<file path="src/rtl/npu_mem_pkg.sv">
// Shared types and default configuration for the NPU weight/image RAM arbiter.
package npu_mem_pkg;

   localparam int unsigned DEF_ADDR_W       = 15;
   localparam int unsigned DEF_DATA_W       = 8;
   localparam int unsigned DEF_MAX_BURST    = 16;
   localparam int unsigned DEF_STARVE_LIMIT = 8;

   typedef enum logic [1:0] {IDLE, HOST, NPU} arb_state_t;

   typedef enum logic [1:0] {OWN_NONE, OWN_HOST, OWN_NPU} owner_t;

   function automatic owner_t state_owner(arb_state_t st);
      case (st)
         HOST:    return OWN_HOST;
         NPU:     return OWN_NPU;
         default: return OWN_NONE;
      endcase
   endfunction

endpackage

</file>
<file path="src/rtl/npu_mem_burst_ctr.sv">
// Beats-per-grant counter; terminal flags the beat that brings the count to MAX_BURST.
module npu_mem_burst_ctr #(
   parameter int unsigned MAX_BURST = 16
) (
   input  logic clk,
   input  logic reset,
   input  logic clr,
   input  logic inc,
   output logic terminal
);

   localparam int unsigned CNT_W = $clog2(MAX_BURST + 1);

   logic [CNT_W-1:0] count_q, count_d;

   // Combinational on the incrementing beat so the burst closes on that same edge.
   assign terminal = inc && (count_q == CNT_W'(MAX_BURST - 1));

   always_comb begin
      count_d = count_q;
      if (clr) begin
         count_d = '0;
      end else if (inc) begin
         count_d = count_q + CNT_W'(1);
      end
   end

   always_ff @(posedge clk) begin
      if (reset) begin
         count_q <= '0;
      end else begin
         count_q <= count_d;
      end
   end

endmodule

</file>
<file path="src/rtl/npu_mem_arbiter.sv">
// Burst arbiter sharing one single-port RAM between a host loader (write) and the NPU (read).
// Define NPU_MEM_ARB_STATS_EN to add beat and promotion statistics counters.
module npu_mem_arbiter
   import npu_mem_pkg::*;
#(
   parameter int unsigned ADDR_W       = DEF_ADDR_W,
   parameter int unsigned DATA_W       = DEF_DATA_W,
   parameter int unsigned MAX_BURST    = DEF_MAX_BURST,
   parameter int unsigned STARVE_LIMIT = DEF_STARVE_LIMIT
) (
   input  logic              clk,
   input  logic              reset,
   input  logic              host_req,
   input  logic [ADDR_W-1:0] host_addr,
   input  logic [DATA_W-1:0] host_wdata,
   input  logic              host_last,
   output logic              host_gnt,
   input  logic              npu_req,
   input  logic [ADDR_W-1:0] npu_addr,
   input  logic              npu_last,
   output logic              npu_gnt,
   output logic              npu_rvalid,
   output logic [DATA_W-1:0] npu_rdata,
   output logic [ADDR_W-1:0] ram_addr,
   output logic [DATA_W-1:0] ram_wdata,
   output logic              ram_wren,
   input  logic [DATA_W-1:0] ram_rdata,
`ifdef NPU_MEM_ARB_STATS_EN
   output logic [31:0]       stat_host_beats,
   output logic [31:0]       stat_npu_beats,
   output logic [15:0]       stat_promotions,
`endif
   output logic              busy
);

   localparam int unsigned STARVE_W = $clog2(STARVE_LIMIT + 1);

   arb_state_t          state_q, state_d;
   owner_t              owner;
   logic [STARVE_W-1:0] starve_q, starve_d;
   logic                npu_rvalid_q;
   logic                beat_ok;
   logic                burst_term;
   logic                burst_end;
   logic                host_starved;

   assign owner        = state_owner(state_q);
   assign host_gnt     = (owner == OWN_HOST) && host_req;
   assign npu_gnt      = (owner == OWN_NPU) && npu_req;
   assign beat_ok      = host_gnt || npu_gnt;
   assign burst_end    = (host_gnt && host_last) || (npu_gnt && npu_last) || burst_term;
   assign host_starved = (starve_q >= STARVE_W'(STARVE_LIMIT));

   assign busy       = (state_q != IDLE);
   assign npu_rvalid = npu_rvalid_q;
   assign npu_rdata  = ram_rdata;

   npu_mem_burst_ctr #(
      .MAX_BURST (MAX_BURST)
   ) u_burst_ctr (
      .clk      (clk),
      .reset    (reset),
      .clr      (burst_end),
      .inc      (beat_ok),
      .terminal (burst_term)
   );

   // An owner that withdraws its request keeps the bus; only a burst end returns to IDLE.
   always_comb begin
      state_d = state_q;
      case (state_q)
         IDLE: begin
            if (npu_req && !(host_req && host_starved)) begin
               state_d = NPU;
            end else if (host_req) begin
               state_d = HOST;
            end
         end
         HOST, NPU: begin
            if (burst_end) begin
               state_d = IDLE;
            end
         end
         default: state_d = IDLE;
      endcase
   end

   always_comb begin
      ram_addr  = '0;
      ram_wdata = '0;
      ram_wren  = 1'b0;
      case (owner)
         OWN_HOST: begin
            ram_addr  = host_addr;
            ram_wdata = host_wdata;
            ram_wren  = host_req;
         end
         OWN_NPU: ram_addr = npu_addr;
         default: ;
      endcase
   end

   always_comb begin
      starve_d = starve_q;
      if (host_gnt) begin
         starve_d = '0;
      end else if (host_req && !host_starved) begin
         starve_d = starve_q + STARVE_W'(1);
      end
   end

   always_ff @(posedge clk) begin
      if (reset) begin
         state_q      <= IDLE;
         starve_q     <= '0;
         npu_rvalid_q <= 1'b0;
      end else begin
         state_q      <= state_d;
         starve_q     <= starve_d;
         npu_rvalid_q <= npu_gnt;
      end
   end

`ifdef NPU_MEM_ARB_STATS_EN
   logic [31:0] stat_host_q, stat_npu_q;
   logic [15:0] stat_promo_q;
   logic        promote;

   // Counts only decisions the host would have lost without the starvation promotion.
   assign promote = (state_q == IDLE) && host_req && npu_req && host_starved;

   always_ff @(posedge clk) begin
      if (reset) begin
         stat_host_q  <= '0;
         stat_npu_q   <= '0;
         stat_promo_q <= '0;
      end else begin
         if (host_gnt) stat_host_q  <= stat_host_q + 32'd1;
         if (npu_gnt)  stat_npu_q   <= stat_npu_q + 32'd1;
         if (promote)  stat_promo_q <= stat_promo_q + 16'd1;
      end
   end

   assign stat_host_beats = stat_host_q;
   assign stat_npu_beats  = stat_npu_q;
   assign stat_promotions = stat_promo_q;
`endif

endmodule

</file>
<file path="config.mk">
export PLATFORM = sky130hd
export DESIGN_NAME = npu_mem_arbiter
export DESIGN_NICKNAME = d
export VERILOG_FILES = /design/src/rtl/npu_mem_pkg.sv /design/src/rtl/npu_mem_burst_ctr.sv /design/src/rtl/npu_mem_arbiter.sv
export SDC_FILE = /design/constraint.sdc
export NUM_CORES = 1
export LEC_CHECK = 0
export ABC_AREA = 1
export CAP_MARGIN = 10
export CORE_MARGIN = 2
export CORE_UTILIZATION = 40
export CTS_BUF_LIST = sky130_fd_sc_hd__clkbuf_16
export CTS_CLUSTER_DIAMETER = 100
export DETAILED_ROUTE_END_ITERATION = 10
export DONT_BUFFER_PORTS = 1
export GPL_TIMING_DRIVEN = 0
export PLACE_DENSITY = 0.62
export SYNTH_ARGS = -nofsm -noshare
export SYNTH_HDL_FRONTEND = slang
export SYNTH_SLANG_ARGS = --single-unit
</file>
<file path="constraint.sdc">
create_clock -name clk -period 2.85 [get_ports clk]
set_input_delay 0.4275 -clock clk [delete_from_list [all_inputs] [get_ports clk]]
set_output_delay 0.4275 -clock clk [all_outputs]
set_load 0.01 [all_outputs]
</file>
==> impl_results.md <==
* Rows at 18
* Slowest stage delay, CP at 0.36 ns
* Final Instance Area at 0.00112 mm2
* Port buffer count at 0
* I/O pin count at 88
* Fill count at 272
* Worst slack at placement at 0.995 ns
* Syn Area/Cell at 6.25 um2
* Crit path max-delay cell type: buf_1
* CP endpoint kind: primary output
* Synthesized flop and latch total at 12
* Reg2Reg Setup Slack at 1.35 ns
* Area taken by multi-input logic gates at 583 um2
* Post-synth top area cell: dfxtp_1
* Vias at 973
* Ranking of synthesized cells by area: dfxtp_1 24%, nand2_1 19%, a21oi_1 11%
* Synth top cells by count: 50 x nand2_1, 23 x a21oi_1, 23 x inv_1
* Top_reg_cell synth: dfxtp_1
* Iteration-0 DRC count of the detailed router at 8
* Crit path DAT at 1.67 ns
* Fraction of layout cells with a size suffix above 1 at 0.146
* CP dominant cell by count: inv_1
* Clk sinks at 12
* Min-Delay Path Class: input pin to flip-flop
* WP data required at 2.42 ns
* Vias in the first global route at 801
* Root Driver: clkbuf_16
* Worst Hold Path EP: npu_rvalid
* CTS Buf Count at 3
* Layout Cells excl Fill at 194
* Worst setup startpoint: state_q[0]
* Worst-Margin Slew at 0.407 ns
* Number of flops mapped to enable cells by yosys at 0
* Setup Fix Bufs, Post-CTS at 0
* R2R Path Start: state_q[1]
* Drt drc at 0
* Maximum VDD drop at 0.000565 V
* CTS Hold Buffers Added at 0
* Relative slew slack at 0.729
* Antenna cells at 0
* Outcome: finished, final reports clean
* GP Congestion at 0.688
* Final wirelength at 2.48 mm
* Core box area at 0.00243 mm2
* Die span in x at 54.2 um
* P per Cell Area at 787 mW/mm2
* Crit path max fanout at 10
* Initial core utilization at 0.414
* Die Height at 54.2 um
* F_max at 0.477 GHz
* First-pass GRT wire length at 3.30 mm
* Hold-critical path depth at 1
* Routed len/inst at 12.8 um
* Drt pass-1 iters at 4
* Post-DRT Antenna Nets at 0
* Area grow syn2layout at 11.2%
* R2R depth at 8
* Leakage at 0.000572 uW
* Cells along the critical path: inv_1 -> ha_1 -> inv_1 -> buf_1 -> a21oi_1
* FF+latch area at 240 um2
* Largest net degree at the start of global routing at 11
* Synth warn at 0
* CTS clk-pin slew, worst paths at 0.04 ns
* Initial antenna violation count at 0
* Final core utilization at 0.460
* Seq/Total Area, Yosys at 0.239
* Vias per std cell at 5.02
* Overall routing resource usage at 0.159
* Synth Instances at 161
* Slew Limit Fails at 0
* Startpoint Class: flip-flop
* Most numerous cell in the Yosys netlist: nand2_1
* Die ar. at 0.00293 mm2
* Sum Neg Setup Slack at 0 ns
* Post-layout min period at 2.10 ns
* CTS max path bufs at 2
* Synthesized net count at 220
* Dpl cells at 191
* CTS H-Tree Depth at 1
* Setup skew after layout at 0.000572 ns
* Nets at 225
* Critical path class: flip-flop to primary output
* Fin crit share at 0.736
* CTS tree: built
* Post-Syn Area at 0.00101 mm2
* Clock Latency Late Sink at 0.24 ns
* HPWL Detailed at 2.09 mm
* Grt ovf at 0
* Synth cell types at 21
* Post-CTS Resized at 0
* Reg-to-Reg End: u_burst_ctr.count_q[1]
* Hold Fails Final Rpt at 0
* Post-synth top area share at 0.239
* Placed cell areas at 0.00104 mm2
* Worst setup margin at 0.752 ns
* Setup repair after global routing missed its margin: false
* Hold path startpoint: reset
* Setup Viol. Count Final at 0
* Async SR Flop Fraction at 0
* Max-cap violation count at 0
==> flip-flops by register name, summed over array words and instances, names as in the netlist <==
register,cells
u_burst_ctr.count_q,5
state_q,2
npu_rvalid,1
starve_q,4
==> kinds of logic (layout without fill, tap and decap cells) <==
group / after synthesis / count (layout) / share of synthesized area
AOI/OAI and AO/OA: 26 / 26 / 0.138
xor gates and xnor gates: 3 / 3 / 0.0261
adders and majority gates: 7 / 7 / 0.0871
buffers and inverters: 38 / 41 / 0.182
DFF: 12 / 12 / 0.239
and+or+nand+nor: 75 / 75 / 0.328
==> cell type report <==
cell class                 instances  share of cell area
tap                               30              0.0336
sequential                        12               0.215
inverter                          23              0.0772
clock buffer                       3              0.0671
buffer                            15              0.0861
multi-input combinational        111               0.521
==> where the power goes <==
part / switching, uW / internal, uW / total (uW)
Combinational: 294 / 126 / 420
Sequential: 19.3 / 193 / 213
Clock: 66.0 / 182 / 248
==> per-stage QoR <==
stage / hold WS (ns) / total power (uW)
3_3_place_gp: 0.466 / 626
5_1_grt: 0.253 / 959
6_report: 0.256 / 881
3_5_place_dp: 0.480 / 638
2_1_floorplan: 0.458 / 560
4_1_cts: 0.253 / 894
==> worst max-delay path by stage <==
stage	end	slack [ns]
global route	ram_addr[2]	0.66
global placement	ram_addr[2]	1.03
CTS	ram_addr[4]	0.74
finish	ram_addr[6]	0.75
floorplan	ram_addr[0]	1.21
detailed placement	ram_addr[4]	1.0
==> layout by cell type (no fill, tap or decap) <==
master and instances:
nand2_4 2, a21oi_1 23, or2_2 1, inv_1 23, or2_0 1, ha_1 7, and3_1 1, buf_2 5
buf_4 9, nor2_1 7, nand3_1 8, a21oi_2 1, nand3_2 1, nand2_1 50, a211oi_1 1, clkbuf_16 3
buf_1 1, dfxtp_1 12, nand4_1 2, o21bai_1 1, xor2_1 3, nand2_2 2
==> layer usage <==
metal	global-route usage	vias up	share of wire
met4	0.113	0	0.023
li1	-	498	-
met5	0	-	0
met2	0.273	51	0.45
met1	0.182	420	0.42
met3	0.0167	4	0.10
==> worst max-delay path, delay by kind of cell, from the launching register on <==
family                     cells  cell delay [ns]
DFF                            1             0.35
adders and majority gates      1             0.33
AOI/OAI and AO/OA              1             0.16
buffers and inverters          3             0.59
No activity file was read; power rests on OpenSTA's default activity.
